**src/rtl/jam_pkg.sv**
```systemverilog
// jam_pkg: FSM encoding, width helpers and permutation utilities shared by jam_bnb.
package jam_pkg;
  typedef enum logic [2:0] {IDLE, ACC, CMP, PIVOT, SWAP, REV, DONE} state_e;
  localparam int MAXN = 8;
  localparam int MAXIW = 3;
  typedef logic [MAXN*MAXIW-1:0] permv_t;
  function automatic int iw_of(int n);
    return $clog2(n);
  endfunction
  function automatic int sw_of(int cw, int n);
    return cw + $clog2(n);
  endfunction
  // Element widths vary with N, so elements are built and read bit by bit.
  function automatic permv_t identity(int n, int iw);
    permv_t v;
    v = '0;
    for (int w = 0; w < n; w++)
      for (int b = 0; b < iw; b++)
        v[w*iw+b] = w[b];
    return v;
  endfunction
  function automatic int elem(permv_t v, int iw, int i);
    int e;
    e = 0;
    for (int b = 0; b < iw; b++)
      e[b] = v[i*iw+b];
    return e;
  endfunction
  function automatic logic is_descending(permv_t v, int n, int iw);
    logic d;
    d = 1'b1;
    for (int i = 0; i < n - 1; i++)
      if (elem(v, iw, i) < elem(v, iw, i + 1)) d = 1'b0;
    return d;
  endfunction
endpackage

```
**src/rtl/jam_bnb_if.sv**
```systemverilog
// jam_bnb_if: cost-table lookup and search-result bus of jam_bnb.
interface jam_bnb_if import jam_pkg::*; #(
  parameter int N = 8,
  parameter int CW = 7,
  parameter int MCW = 16
);
  localparam int IW = iw_of(N);
  localparam int SW = sw_of(CW, N);
  logic Start;
  logic [IW-1:0] W;
  logic [IW-1:0] J;
  logic [CW-1:0] Cost;
  logic [SW-1:0] MinCost;
  logic [MCW-1:0] MatchCount;
  logic [N*IW-1:0] BestPerm;
  logic Busy;
  logic Valid;
  modport master (output Start, Cost, input W, J, MinCost, MatchCount, BestPerm, Busy, Valid);
  modport slave (input Start, Cost, output W, J, MinCost, MatchCount, BestPerm, Busy, Valid);
endinterface

```
**src/rtl/jam_perm_step.sv**
```systemverilog
// jam_perm_step: combinational pivot search, successor swap and suffix reversal for lexicographic stepping.
module jam_perm_step #(
  parameter int N = 8,
  parameter int IW = 3
) (
  input  logic [N*IW-1:0] perm_i,
  input  logic [IW-1:0]   p_i,
  output logic [IW-1:0]   pivot_o,
  output logic [N*IW-1:0] swapped_o,
  output logic [N*IW-1:0] reversed_o
);
  logic [IW-1:0] e [N];
  logic [IW-1:0] k;
  logic found;
  for (genvar i = 0; i < N; i++) begin : g_unpack
    assign e[i] = perm_i[i*IW +: IW];
  end
  always_comb begin
    pivot_o = '0;
    k = '0;
    found = 1'b0;
    swapped_o = perm_i;
    reversed_o = perm_i;
    for (int i = 0; i < N - 1; i++)
      if (e[i] < e[i+1]) pivot_o = IW'(i);
    for (int i = 0; i < N; i++)
      if (IW'(i) > p_i && e[i] > e[p_i] && (!found || e[i] < e[k])) begin
        k = IW'(i);
        found = 1'b1;
      end
    // Suffix after the pivot is descending, so mirroring it around its centre sorts it.
    for (int i = 0; i < N; i++) begin
      swapped_o[i*IW +: IW] = (IW'(i) == p_i) ? e[k] : (IW'(i) == k) ? e[p_i] : e[i];
      reversed_o[i*IW +: IW] = (IW'(i) > p_i) ? e[IW'(N + int'(p_i) - i)] : e[i];
    end
  end
endmodule

```
**src/rtl/jam_bnb.sv**
```systemverilog
// jam_bnb: exhaustive/branch-and-bound minimum-cost assignment search over all N! permutations.
module jam_bnb import jam_pkg::*; #(
  parameter int N = 8,
  parameter int CW = 7,
  parameter int MCW = 16,
  parameter int PRUNE = 1
) (
  input logic clk,
  input logic rst,
  jam_bnb_if.slave bus
);
  localparam int IW = iw_of(N);
  localparam int SW = sw_of(CW, N);
  localparam int PW = N * IW;
  localparam permv_t ID_FULL = identity(N, IW);
  localparam logic [PW-1:0] ID = ID_FULL[PW-1:0];
  state_e state_q, state_d;
  logic [PW-1:0] perm_q, perm_d, best_q, best_d, swapped, reversed;
  logic [IW-1:0] w_q, w_d, p_q, p_d, pivot;
  logic [SW-1:0] sum_q, sum_d, min_q, min_d, acc;
  logic [MCW-1:0] cnt_q, cnt_d;
  logic pruned_q, pruned_d, prune_hit, desc;
  jam_perm_step #(.N(N), .IW(IW)) u_step (
    .perm_i(perm_q), .p_i(p_q), .pivot_o(pivot), .swapped_o(swapped), .reversed_o(reversed)
  );
  assign acc = sum_q + SW'(bus.Cost);
  assign prune_hit = (PRUNE != 0) && (acc > min_q);
  assign desc = is_descending(permv_t'(perm_q), N, IW);
  always_comb begin
    state_d = state_q;
    perm_d = perm_q;
    best_d = best_q;
    w_d = w_q;
    p_d = p_q;
    sum_d = sum_q;
    min_d = min_q;
    cnt_d = cnt_q;
    pruned_d = pruned_q;
    case (state_q)
      IDLE, DONE: if (bus.Start) begin
        state_d = ACC;
        perm_d = ID;
        best_d = ID;
        w_d = '0;
        sum_d = '0;
        min_d = '1;
        cnt_d = '0;
        pruned_d = 1'b0;
      end
      ACC: begin
        sum_d = acc;
        w_d = w_q + IW'(1);
        if (w_q == IW'(N - 1) || prune_hit) begin
          state_d = CMP;
          w_d = '0;
          pruned_d = prune_hit;
        end
      end
      CMP: begin
        if (!pruned_q && sum_q < min_q) begin
          min_d = sum_q;
          cnt_d = MCW'(1);
          best_d = perm_q;
        end else if (!pruned_q && sum_q == min_q) cnt_d = (&cnt_q) ? cnt_q : cnt_q + MCW'(1);
        state_d = desc ? DONE : PIVOT;
      end
      PIVOT: begin
        p_d = pivot;
        state_d = SWAP;
      end
      SWAP: begin
        perm_d = swapped;
        state_d = REV;
      end
      REV: begin
        perm_d = reversed;
        sum_d = '0;
        w_d = '0;
        pruned_d = 1'b0;
        state_d = ACC;
      end
      default: state_d = IDLE;
    endcase
  end
  always_ff @(posedge clk) begin
    if (rst) begin
      state_q <= IDLE;
      perm_q <= ID;
      best_q <= ID;
      w_q <= '0;
      p_q <= '0;
      sum_q <= '0;
      min_q <= '1;
      cnt_q <= '0;
      pruned_q <= 1'b0;
    end else begin
      state_q <= state_d;
      perm_q <= perm_d;
      best_q <= best_d;
      w_q <= w_d;
      p_q <= p_d;
      sum_q <= sum_d;
      min_q <= min_d;
      cnt_q <= cnt_d;
      pruned_q <= pruned_d;
    end
  end
  assign bus.W = w_q;
  assign bus.J = perm_q[w_q*IW +: IW];
  assign bus.MinCost = min_q;
  assign bus.MatchCount = cnt_q;
  assign bus.BestPerm = best_q;
  assign bus.Busy = (state_q != IDLE) && (state_q != DONE);
  assign bus.Valid = (state_q == DONE);
endmodule
```
**src/flat_wrapper.sv**
```systemverilog
// flat-port wrapper written by rule: the top's interface ports become plain ports
module jam_bnb_flat import jam_pkg::*;
#(
  parameter int N = 8,
  parameter int CW = 7,
  parameter int MCW = 16,
  parameter int PRUNE = 1
)
  (clk, rst, bus_Start, bus_Cost, bus_W, bus_J, bus_MinCost, bus_MatchCount, bus_BestPerm, bus_Busy, bus_Valid);
  jam_bnb_if #(.N(N), .CW(CW), .MCW(MCW)) bus_i ();
  input logic clk;
  input logic rst;
  input wire logic [$bits(bus_i.Start)-1:0] bus_Start;
  input wire logic [$bits(bus_i.Cost)-1:0] bus_Cost;
  output wire logic [$bits(bus_i.W)-1:0] bus_W;
  output wire logic [$bits(bus_i.J)-1:0] bus_J;
  output wire logic [$bits(bus_i.MinCost)-1:0] bus_MinCost;
  output wire logic [$bits(bus_i.MatchCount)-1:0] bus_MatchCount;
  output wire logic [$bits(bus_i.BestPerm)-1:0] bus_BestPerm;
  output wire logic [$bits(bus_i.Busy)-1:0] bus_Busy;
  output wire logic [$bits(bus_i.Valid)-1:0] bus_Valid;
  assign bus_i.Start = bus_Start;
  assign bus_i.Cost = bus_Cost;
  assign bus_W = bus_i.W;
  assign bus_J = bus_i.J;
  assign bus_MinCost = bus_i.MinCost;
  assign bus_MatchCount = bus_i.MatchCount;
  assign bus_BestPerm = bus_i.BestPerm;
  assign bus_Busy = bus_i.Busy;
  assign bus_Valid = bus_i.Valid;
  jam_bnb #(.N(N), .CW(CW), .MCW(MCW), .PRUNE(PRUNE)) u_core (.clk(clk), .rst(rst), .bus(bus_i));
endmodule
```
**config.mk**
```make
export PLATFORM = sky130hd
export DESIGN_NAME = jam_bnb_flat
export DESIGN_NICKNAME = d
export VERILOG_FILES = /design/src/rtl/jam_pkg.sv /design/src/rtl/jam_bnb_if.sv /design/src/rtl/jam_perm_step.sv /design/src/rtl/jam_bnb.sv /design/src/flat_wrapper.sv
export SDC_FILE = /design/constraint.sdc
export NUM_CORES = 1
export LEC_CHECK = 0
export CAP_MARGIN = 20
export CORE_UTILIZATION = 45
export CTS_BUF_LIST = sky130_fd_sc_hd__clkbuf_8
export CTS_CLUSTER_DIAMETER = 100
export DETAILED_ROUTE_END_ITERATION = 12
export PLACE_DENSITY_LB_ADDON = 0.08
export SLEW_MARGIN = 10
export SYNTH_ARGS = -nofsm -noshare
export SYNTH_HDL_FRONTEND = slang
export SYNTH_SLANG_ARGS = --single-unit
```
**constraint.sdc**
```tcl
create_clock -name clk -period 12.8 [get_ports clk]
set_input_delay 1.28 -clock clk [delete_from_list [all_inputs] [get_ports clk]]
set_output_delay 1.28 -clock clk [all_outputs]
set_load 0.02 [all_outputs]
```
==> qor.txt <==
Max cap viols = 0
Layout filler cell count = 1702
Drc violations = 0
Path depth of the worst reg2reg path = 63
Setup Skew = 0.0132 ns
Crit path max fanout = 6
Commonest non-fill, non-tap cell in the layout = nor2_1
Synthesized flop and latch total = 94
Worst path depth = 63
Outcome = finished, final reports clean
Final Hold Fails = 0
Total number of H-tree levels = 3
Data arrival time of the worst path = 12.58 ns
Fin crit period = 12.34 ns
Drt pass-1 iters = 6
Gr ovfl total = 0
DIE HEIGHT = 139 µm
DRT Wirelength = 28600 µm
Rows = 49
WS Path Type = reg2reg
Via density = 6.28
Sequential cell area fraction in the yosys report = 22.1%
Max-slew headroom = 31.0%
Final cycle utilization of the critical path = 96.4%
Most common flop cell mapped by yosys = dfxtp_1
Met3 usage = 5.40%
Hold Path Class = reg2reg
Layout area overhead = 20.7%
Crit start category = flip-flop
Fin util = 56.3%
Vias in the first global route = 7541
Antenna Cells = 0
Global route hottest layer = met2
Avg Inst Size Synth = 8.49 µm²
Nets = 1196
Worst hold path stage count = 2
CP Data Required Time = 13.04 ns
Largest net degree at the start of global routing = 49
Met2 Track Usage GR = 46.2%
Crit path largest cell delay = 0.55 ns
Yosys warnings = 0
Ys async rst share = 0%
CP bufs+invs = 5
Critical Path Slowest Stage Cell = mux4_2
Initial DRC Count = 828
Most frequent cells in the layout = 126 x nor2_1, 92 x dfxtp_1, 86 x ha_1, 79 x a21oi_1
Finish-stage setup viols = 0
Drt wl/cell = 21.5 µm
Post-Syn Nets = 1102
Worst-margin pin slew = 1.04 ns
CTS tree = done
Clock-pin slew on the worst setup and hold paths = 0.10 ns
EDFF count, synth = 0
Die ar. = 0.0194 mm²
Mapped cell area = 0.00850 mm²
Overall global routing resource usage = 29.3%
DIE WIDTH = 139 µm
Routed Antenna Nets = 0
Grt met1 use = 40.3%
Num ports = 68
Share of layout cells above drive strength 1 = 19.1%
Final HPWL DP = 20900 µm
Root Buffer = clkbuf_8
Fin. max-slew vios = 0
Highest clock rate = 0.0810 GHz
Clk_lat worst skew = 0.39 ns
Synth Instances = 1001
Vias = 8341
Critical path endpoint category = flip-flop
Port Buffers = 67
Crit path max-delay family = compound AO/OA/AOI/OAI gates
First-pass GRT wire length = 43900 µm
Initial antenna violation count = 0
Initial Util = 46.7%
Global placement routability congestion = 0.996
Core area = 0.0182 mm²
Netlist cell types = 99
Total CTS buffers = 9
Sinks on Clock Net = 94
Longest Clk Path Bufs = 2
[Yosys cell counts (4+ instances only)]
| cell type | n | share of area (%) |
|---|---|---|
| nor2_1 | 129 | 5.7 |
| dfxtp_1 | 94 | 22 |
| ha_1 | 90 | 13 |
| a21oi_1 | 84 | 4.9 |
| nand2_1 | 68 | 3.0 |
| inv_1 | 48 | 2.1 |
| clkbuf_1 | 41 | 1.8 |
| mux2i_1 | 40 | 4.7 |
| o21ai_0 | 40 | 2.4 |
| mux4_2 | 31 | 8.2 |
| a211oi_1 | 16 | 1.4 |
| a21o_1 | 16 | 1.4 |
| a22oi_1 | 16 | 1.4 |
| nand3_1 | 15 | 0.88 |
| nand2b_1 | 14 | 1.0 |
| o21a_1 | 14 | 1.2 |
| nor3_1 | 13 | 0.77 |
| nor2b_1 | 12 | 0.88 |
| xor2_1 | 12 | 1.2 |
| a31oi_1 | 11 | 0.81 |
| o22ai_1 | 11 | 0.81 |
| xnor2_1 | 11 | 1.1 |
| o21ai_1 | 10 | 0.59 |
| nand4_1 | 9 | 0.66 |
| o221ai_1 | 9 | 0.93 |
| a221oi_1 | 8 | 0.82 |
| buf_1 | 6 | 0.27 |
| a211o_1 | 5 | 0.52 |
| a21oi_2 | 5 | 0.52 |
| and2_1 | 5 | 0.37 |
| and3_1 | 5 | 0.37 |
| o21bai_1 | 5 | 0.44 |
| mux2_2 | 4 | 0.53 |
| nor3b_1 | 4 | 0.35 |
| o211ai_1 | 4 | 0.35 |
[kinds of logic after synthesis]
family	share of synthesized area [%]
AO/OA/AOI/OAI	26.3
multiplexers	13.5
XOR/XNOR	2.37
flip-flops	22.1
buffers and inverters	4.59
AND/OR/NAND/NOR	17.7
adder cells (fa/ha/maj)	13.5
[layer usage]
layer	vias up	wire length, µm
met5	-	0
met4	0	882
met3	79	2520
met2	436	12900
met1	3898	12300
li1	3928	-
[worst paths after layout]
kind	start	end	slack, ns
worst min register to register	u_core.bus.BestPerm[13]$_SDFFE_PP0P_	u_core.bus.BestPerm[13]$_SDFFE_PP0P_	0.46
worst max register to register	u_core.p_q[0]$_SDFFE_PP0P_	u_core.perm_q[0]$_SDFFE_PP0P_	0.46
worst min-delay path	u_core.bus.BestPerm[13]$_SDFFE_PP0P_	u_core.bus.BestPerm[13]$_SDFFE_PP0P_	0.46
worst max-delay path	u_core.p_q[0]$_SDFFE_PP0P_	u_core.perm_q[0]$_SDFFE_PP0P_	0.46
[area by class of cell]
cell class / count / area, µm² / share of cell area (%)
Sequential cell: 94 / 1890 / 18.4
Tap cell: 229 / 287 / 2.79
Inverter: 50 / 190 / 1.85
Multi-Input combinational cell: 807 / 6500 / 63.4
Timing Repair Buffer: 133 / 1180 / 11.5
Clock buffer: 9 / 124 / 1.21
Clock inverter: 7 / 90.1 / 0.878
[registers in the layout (all words and copies together) (netlist names)]
name / count
u_core.p_q: 3
u_core.pruned_q: 1
u_core.bus.W: 3
u_core.sum_q: 10
u_core.bus.MinCost: 10
u_core.bus.BestPerm: 24
u_core.state_q: 3
u_core.bus.MatchCount: 16
u_core.perm_q: 24
[metrics by stage]
step / cell area (µm²) / setup slack [ns] / TNS, ns / instances / hold slack (ns)
2_1_floorplan: 8500 / 0.0226 / 0 / 1001 / 0.464
3_3_place_gp: 9610 / -0.145 / -1.24 / 1294 / 0.440
3_5_place_dp: 9610 / -0.331 / -5.34 / 1294 / 0.445
4_1_cts: 9860 / 0.00822 / 0 / 1310 / 0.468
5_1_grt: 10300 / -0.0999 / -0.385 / 1329 / 0.493
6_report: 10300 / 0.459 / 0 / 1329 / 0.463
[worst reg2reg max path, delay by kind of cell (launching register included)]
family                     cells  cell delay, ns
muxes                          6            1.94
DFF                            1            0.42
and+or+nand+nor               21            3.35
AOI/OAI and AO/OA             24            4.30
buffers and inverters          5            0.45
adders and majority gates      7            1.73
[timing repair]
| item | in CTS | in global routing |
|---|---|---|
| endpoints found under the setup margin | 24 | 24 |
| buffers inserted | 0 | 19 |
| resized for setup | 6 | 53 |
| hold buffers | 0 | 0 |
| pin swaps | 2 | 36 |
| gates cloned | 0 | 0 |
Power is not shown: default switching activity piles up to over one toggle a cycle in this logic, so the estimate is an artifact.
